`src/rtl/ariane_soc_pkg.sv`:
```
// Shared PLIC constants and the per-source gateway state type.
package ariane_soc;

  localparam int unsigned NumSources  = 30;
  localparam int unsigned NumTargets  = 2;
  localparam int unsigned MaxPriority = 7;
  localparam int unsigned PrioWidth   = $clog2(MaxPriority + 1);
  localparam int unsigned SrcIdWidth  = $clog2(NumSources + 1);

  typedef enum logic [1:0] {
    IDLE    = 2'd0,
    PENDING = 2'd1,
    CLAIMED = 2'd2
  } gateway_state_e;

endpackage

```
`src/rtl/plic_prio_tree.sv`:
```
// Combinational finder of the highest-priority candidate source; lowest ID wins ties.
module plic_prio_tree
  import ariane_soc::*;
(
  input  logic [NumSources-1:0]                cand,
  input  logic [NumSources-1:0][PrioWidth-1:0] prio,
  output logic [SrcIdWidth-1:0]                best_id,
  output logic [PrioWidth-1:0]                 best_prio
);

  always_comb begin
    best_id   = '0;
    best_prio = '0;
    // Strict compare while scanning upward keeps the lowest ID on equal priority.
    for (int k = 0; k < NumSources; k++) begin
      if (cand[k] && (prio[k] > best_prio)) begin
        best_id   = SrcIdWidth'(k + 1);
        best_prio = prio[k];
      end
    end
  end

endmodule

```
`src/rtl/plic_target_arbiter.sv`:
```
// PLIC gateways plus per-target arbitration, irq generation and claim/complete sequencing.
module plic_target_arbiter
  import ariane_soc::*;
(
  input  logic                                  clk_i,
  input  logic                                  rst_ni,
  input  logic [NumSources-1:0]                 irq_sources_i,
  input  logic [NumSources-1:0][PrioWidth-1:0]  prio_i,
  input  logic [NumTargets-1:0][NumSources-1:0] enable_i,
  input  logic [NumTargets-1:0][PrioWidth-1:0]  threshold_i,
  input  logic [NumTargets-1:0]                 claim_req_i,
  output logic [NumTargets-1:0]                 claim_valid_o,
  output logic [NumTargets-1:0][SrcIdWidth-1:0] claim_id_o,
  input  logic [NumTargets-1:0]                 complete_req_i,
  input  logic [NumTargets-1:0][SrcIdWidth-1:0] complete_id_i,
  output logic [NumTargets-1:0]                 irq_o,
  output logic [NumSources-1:0][1:0]            gw_state
);

  gateway_state_e gw_q [NumSources];
  gateway_state_e gw_d [NumSources];

  logic [NumSources-1:0]                 pending, prio_nz, claimed_now, completed;
  logic [NumTargets-1:0][SrcIdWidth-1:0] best_id_q, tree_id;
  logic [NumTargets-1:0][PrioWidth-1:0]  tree_prio;
  logic [NumTargets-1:0]                 irq_q, grant, best_pending;

  always_comb begin
    for (int k = 0; k < NumSources; k++) begin
      pending[k]  = (gw_q[k] == PENDING);
      prio_nz[k]  = |prio_i[k];
      gw_state[k] = gw_q[k];
    end
  end

  for (genvar t = 0; t < NumTargets; t++) begin : g_tree
    plic_prio_tree u_tree (
      .cand      (pending & enable_i[t] & prio_nz),
      .prio      (prio_i),
      .best_id   (tree_id[t]),
      .best_prio (tree_prio[t])
    );
  end

  // Handshake: claim_req_i is a 1-cycle strobe; claim_valid_o pulses one cycle later with
  // claim_id_o (0 = nothing). complete_req_i is a 1-cycle strobe qualified by complete_id_i.
  // A grant rechecks that the registered best is still pending, and a lower-index target
  // wins when two targets grant the same ID in one cycle.
  always_comb begin
    grant        = '0;
    best_pending = '0;
    for (int t = 0; t < NumTargets; t++) begin
      for (int k = 0; k < NumSources; k++) begin
        if (best_id_q[t] == SrcIdWidth'(k + 1)) best_pending[t] = pending[k];
      end
      grant[t] = claim_req_i[t] & irq_q[t] & best_pending[t];
      for (int u = 0; u < t; u++) begin
        if (grant[u] && (best_id_q[u] == best_id_q[t])) grant[t] = 1'b0;
      end
    end
  end

  always_comb begin
    claimed_now = '0;
    completed   = '0;
    for (int k = 0; k < NumSources; k++) begin
      for (int t = 0; t < NumTargets; t++) begin
        if (grant[t] && (best_id_q[t] == SrcIdWidth'(k + 1)))                claimed_now[k] = 1'b1;
        if (complete_req_i[t] && (complete_id_i[t] == SrcIdWidth'(k + 1))) completed[k]   = 1'b1;
      end
    end
  end

  always_comb begin
    for (int k = 0; k < NumSources; k++) begin
      gw_d[k] = gw_q[k];
      case (gw_q[k])
        IDLE:    if (irq_sources_i[k]) gw_d[k] = PENDING;
        PENDING: if (claimed_now[k])   gw_d[k] = CLAIMED;
        CLAIMED: if (completed[k])     gw_d[k] = IDLE;
        default: gw_d[k] = IDLE;
      endcase
    end
  end

  always_ff @(posedge clk_i) begin
    if (!rst_ni) begin
      for (int k = 0; k < NumSources; k++) gw_q[k] <= IDLE;
      best_id_q     <= '0;
      irq_q         <= '0;
      claim_valid_o <= '0;
      claim_id_o    <= '0;
    end else begin
      for (int k = 0; k < NumSources; k++) gw_q[k] <= gw_d[k];
      best_id_q     <= tree_id;
      claim_valid_o <= claim_req_i;
      for (int t = 0; t < NumTargets; t++) begin
        irq_q[t] <= (tree_prio[t] > threshold_i[t]);
        if (claim_req_i[t]) claim_id_o[t] <= grant[t] ? best_id_q[t] : '0;
      end
    end
  end

  assign irq_o = irq_q;

endmodule

```
`config.mk`:
```
export PLATFORM = sky130hd
export DESIGN_NAME = plic_target_arbiter
export DESIGN_NICKNAME = d
export VERILOG_FILES = /design/src/rtl/ariane_soc_pkg.sv /design/src/rtl/plic_prio_tree.sv /design/src/rtl/plic_target_arbiter.sv
export SDC_FILE = /design/constraint.sdc
export NUM_CORES = 1
export LEC_CHECK = 0
export ABC_AREA = 1
export ABC_CLOCK_PERIOD_IN_PS = 34200
export BUFFER_PORTS_ARGS = -buffer_cell sky130_fd_sc_hd__buf_4
export CAP_MARGIN = 15
export CELL_PAD_IN_SITES_DETAIL_PLACEMENT = 1
export CELL_PAD_IN_SITES_GLOBAL_PLACEMENT = 1
export CORE_MARGIN = 2
export CORE_UTILIZATION = 35
export CTS_CLUSTER_DIAMETER = 150
export DETAILED_ROUTE_END_ITERATION = 8
export HOLD_SLACK_MARGIN = 0.03
export PLACE_DENSITY = 0.87
export SYNTH_ARGS = -nofsm -noshare
export SYNTH_HDL_FRONTEND = slang
export SYNTH_HIERARCHICAL = 1
export SYNTH_SLANG_ARGS = --single-unit
```
`constraint.sdc`:
```
create_clock -name clk_i -period 34.2 [get_ports clk_i]
set_clock_uncertainty 0.1 [all_clocks]
set_input_delay 3.42 -clock clk_i [delete_from_list [all_inputs] [get_ports clk_i]]
set_output_delay 3.42 -clock clk_i [all_outputs]
set_load 0.05 [all_outputs]
```
==> impl_table.tex <==
\begin{tabular}{lr}
\hline
Metric & Value \\
\hline
\multicolumn{2}{l}{\textbf{Timing}} \\
Worst setup margin & -2644 ps \\
Final critical path time including I/O delays and setup & 36840 ps \\
Worst hold slack & between 300 and 400 ps \\
Max transition margin & 0.2486 \\
Hold violation count in the final report & 0 \\
Count of pins over their slew limit & 0 \\
Total negative slack for setup checks & -26270 ps \\
Max Clock Freq & approximately 0.027 GHz \\
Final setup violation count & 12 \\
RSZ-0062 raised after global routing & true \\
Transition at the pin with the smallest max-transition slack & roughly 1100 ps \\
Final period utilization & 1.077 \\
\multicolumn{2}{l}{\textbf{Job}} \\
Count of maximum capacitance violations & 0 \\
\multicolumn{2}{l}{\textbf{Power and ir drop}} \\
Clock network fraction of total power & 0.093 \\
Logic pwr share & 0.802 \\
Net switching power & a little over 0.6 mW \\
Internal power contribution & about 0.58 mW \\
Flop pwr share & 0.106 \\
Sum of internal, switching and leakage power & about 1.2 mW \\
Largest voltage drop on the vdd net & around 25 µV \\
Lkg Pwr & 10.92 nW \\
Switching Fraction & 0.5160 \\
Total power divided by cell area & 57.48 nW/µm² \\
\multicolumn{2}{l}{\textbf{Floorplanning}} \\
Initial Utilization & 0.3560 \\
Placeable Area & slightly below 40000 µm² \\
Die W & $\sim$200 µm \\
Chip height & about 200 µm \\
Count of boundary I/O pins & 276 \\
Die Footprint & $\sim$41000 µm² \\
\# rows & 72 \\
\multicolumn{2}{l}{\textbf{Run status}} \\
Outcome & finished, violations left \\
Violated checks & negative setup slack \\
\multicolumn{2}{l}{\textbf{Synthesis}} \\
Register bit count reported by yosys & 84 \\
Post-synthesis adder-cell area fraction & 0.06714 \\
Post-synthesis share of cell area spent on xor and xnor gates & 0 \\
Count of flip-flops with a built-in enable after synthesis & 0 \\
Number of warning messages in the yosys log & 6 \\
Netlist Area Pre-Place & approximately 14000 µm² \\
Post-Syn Instances & about 2400 \\
Seq/Total Area, Yosys & 0.1219 \\
Cell types occupying the most area after synthesis & sky130\_fd\_sc\_hd\_\_nand2\_1, sky130\_fd\_sc\_hd\_\_dfxtp\_1, sky130\_fd\_sc\_hd\_\_inv\_1 \\
Post-Synth Simple-Gate Area & 0.5568 \\
Area fraction in compound gates after synthesis & 0.1315 \\
Synthesized netlist net count & $\sim$2600 \\
Fraction of post-synthesis cell area in the top cell type by area & 0.1726 \\
Post-synthesis cell type count & 47 \\
Combinational family with the most area after synthesis & simple AND/OR/NAND/NOR gates \\
Portion of netlist area occupied by mux cells & 0 \\
Async set-or-reset flop fraction in the synthesized netlist & 0 \\
Synth Area per Inst & 5.813 µm² \\
Library cell occupying the most area in the post-synthesis netlist & sky130\_fd\_sc\_hd\_\_nand2\_1 \\
Leading register cell type out of synthesis & sky130\_fd\_sc\_hd\_\_dfxtp\_1 \\
\multicolumn{2}{l}{\textbf{Drt}} \\
Total via count in the routed design & about 20000 \\
Post-detailed-route DRC marker count & 0 \\
Post-route antenna net violation count & 0 \\
Post-Route WL & slightly below 80000 µm \\
Iter 0 DRT Violations & between 1000 and 1500 \\
Wire length per cell & between 20 and 25 µm \\
Number of vias per cell & 5.564 \\
Router iterations before antenna repair & 5 \\
\multicolumn{2}{l}{\textbf{Finish}} \\
Cell area after layout & between 20000 and 25000 µm² \\
Number of fill cells & about 5200 \\
Share of final-layout standard cells stronger than drive strength 1 & 0.4165 \\
Register Area & about 1700 µm² \\
Layout overhead on the synthesized area & 51.74\% \\
Combined area of the multi-input logic cells & between 10000 and 15000 µm² \\
Final core area utilization & 0.5401 \\
Final net count & between 3000 and 4000 \\
\multicolumn{2}{l}{\textbf{Global route}} \\
Number of antenna violations at the first check in global routing & 4 \\
GRT Total Usage & 0.3250 \\
GR Overflow Total & 0 \\
Number of global-route vias before repair & between 20000 and 25000 \\
Largest net degree at the start of global routing & 39 \\
Global-route wire length before repair & roughly 110000 µm \\
\multicolumn{2}{l}{\textbf{Hold path}} \\
Classification of the worst-slack hold path & flop to flop \\
\multicolumn{2}{l}{\textbf{Clocking}} \\
Clock transition at the registers of the reported paths & 60 ps \\
Post-CTS Hold Fix Bufs & 0 \\
H-tree Lvls & 3 \\
Number of buffers between clock root and the deepest sink & 2 \\
CTS tree & yes \\
CTS Root Buffer Type & sky130\_fd\_sc\_hd\_\_clkbuf\_16 \\
Clock insertion delay at the later pin of the skew report & around 370 ps \\
CTS buffer count & 9 \\
CTS sink count & 84 \\
\multicolumn{2}{l}{\textbf{Setup path}} \\
Worst setup path class & input pin to flop \\
Delay of the slowest critical-path stage & 330 ps \\
Crit-path slowest cell & sky130\_fd\_sc\_hd\_\_ha\_1 \\
Signal arrival time at the worst endpoint & 37000 ps \\
Cell type with the highest occurrence count on the critical path & sky130\_fd\_sc\_hd\_\_nand2\_2 \\
Setup crit start kind & input pin \\
WP data required & about 34000 ps \\
Crit Path Max Fanout & 5 \\
Crit. End Element & flop \\
\multicolumn{2}{l}{\textbf{Place}} \\
Total cell area at the placement stage & roughly 17000 µm² \\
Total half-perimeter wirelength after legalization and detailed placement & about 50000 µm \\
GPL Wtd Cong & 0.9541 \\
Port Buffer Count & between 200 and 300 \\
\hline
\end{tabular}
-- cells in the mapped netlist, types with 3 or more instances --
cell type and count:
sky130_fd_sc_hd__buf_6 6, sky130_fd_sc_hd__a211oi_1 4, sky130_fd_sc_hd__nand2_4 4, sky130_fd_sc_hd__nand3_4 45, sky130_fd_sc_hd__dfxtp_1 84, sky130_fd_sc_hd__nand2_2 111, sky130_fd_sc_hd__ha_1 74, sky130_fd_sc_hd__a21oi_1 114
sky130_fd_sc_hd__nand3b_1 15, sky130_fd_sc_hd__o22ai_1 4, sky130_fd_sc_hd__a22o_1 12, sky130_fd_sc_hd__o21ai_0 40, sky130_fd_sc_hd__nor2_2 3, sky130_fd_sc_hd__nand3_1 103, sky130_fd_sc_hd__o211ai_1 3, sky130_fd_sc_hd__nor2_1 261
sky130_fd_sc_hd__inv_2 11, sky130_fd_sc_hd__o21ai_1 3, sky130_fd_sc_hd__nand2_1 634, sky130_fd_sc_hd__nand4_1 111, sky130_fd_sc_hd__inv_1 396, sky130_fd_sc_hd__and2_1 4, sky130_fd_sc_hd__a221oi_1 3, sky130_fd_sc_hd__clkbuf_1 13
sky130_fd_sc_hd__nand3_2 60, sky130_fd_sc_hd__o21a_1 44, sky130_fd_sc_hd__buf_2 5, sky130_fd_sc_hd__a21boi_0 44, sky130_fd_sc_hd__or2_2 99, sky130_fd_sc_hd__nor3_1 37
-- timing repair --
| action | 4_1_cts | 5_1_grt |
|---|---|---|
| gates cloned | 0 | 0 |
| setup buffers | 144 | 74 |
| resized for setup | 276 | 119 |
| pin swaps | 211 | 285 |
| setup endpoints to repair | 12 | 12 |
-- critical path, delay by kind of cell --
family                   cells  cell delay, ps
buffers and inverters        8             600
AND/OR/NAND/NOR            133           17730
AO/OA/AOI/OAI               53            6880
adder cells (fa/ha/maj)     30            8280
-- sequential cells by signal, summed over array words and instances, names as in the netlist --
name,flops
claim_valid_o,2
claim_id_o,10
gw_q,60
irq_o,2
best_id_q,10
-- cell type report --
type / instances / area share
multi-input cells: 1853 / 0.5716
repair buffers: 626 / 0.2278
flip-flops and latches: 84 / 0.08037
inverters: 408 / 0.07319
well taps: 518 / 0.03098
clock buffers: 11 / 0.01160
clock inverters: 5 / 0.004066
diodes: 3 / 0.0003588
-- kinds of logic (layout without fill, tap and decap cells) --
kind of cell,after synthesis,after routing
buf+inv,435,1050
compound gates,289,289
other cells,0,3
fa+ha+maj,74,74
flops,84,84
simple gates,1490,1490
-- metal layers --
layer | routed length, µm | vias up | track usage
met3 | 4748 | 318 | 0.05329
met5 | 0 | - | 0
met1 | 29790 | 9475 | 0.3687
met2 | 37630 | 856 | 0.5821
li1 | - | 8868 | -
met4 | 5192 | 0 | 0.1734
-- placed cells by master (no fill, tap or decap), drive strengths merged, types with 4 or more instances in the layout --
cell type | synthesis | routed
a22o | 12 | 12
a21boi | 44 | 44
dfxtp | 84 | 84
nand3b | 15 | 15
nor2 | 264 | 264
o21ai | 43 | 43
nand4 | 111 | 111
a211oi | 4 | 4
clkbuf | 13 | 11
o22ai | 4 | 4
or2 | 101 | 101
nand3 | 208 | 208
nor3 | 37 | 37
inv | 407 | 407
and2 | 4 | 4
a21oi | 117 | 117
o21a | 44 | 44
buf | 14 | 626
nand2 | 749 | 749
ha | 74 | 74
-- path summary, 6_finish.rpt --
kind,from,end,slack [ps],cells past startpoint
worst max-delay path,prio_i[2],irq_o[0]$_SDFF_PN0_,-2640,224
worst min-delay path,claim_id_o[6]$_SDFFE_PN0P_,claim_id_o[6]$_SDFFE_PN0P_,390,2
worst max register to register,gw_q[0][0]$_SDFFE_PN0P_,irq_o[0]$_SDFF_PN0_,-230,223
worst min register to register,claim_id_o[6]$_SDFFE_PN0P_,claim_id_o[6]$_SDFFE_PN0P_,390,2
-- power by group through the flow --
stage | Clock, mW | Combinational [mW] | Sequential, mW
after global placement | 0 | 0.606 | 0.128
final | 0.112 | 0.964 | 0.127
after floorplan | 0 | 0.427 | 0.142
after CTS | 0.111 | 0.796 | 0.126
after detailed placement | 0 | 0.642 | 0.128
after global routing | 0.115 | 1.03 | 0.128
-- per-stage QoR --
step / worst slack, ps / cells
2_1_floorplan: -120.4 / 2372
3_3_place_gp: -1502 / 3276
3_5_place_dp: -2875 / 3276
4_1_cts: -701.2 / 3433
5_1_grt: -3851 / 3508
6_report: -2644 / 3508
Note: power is estimated with default switching activity, not from simulation.
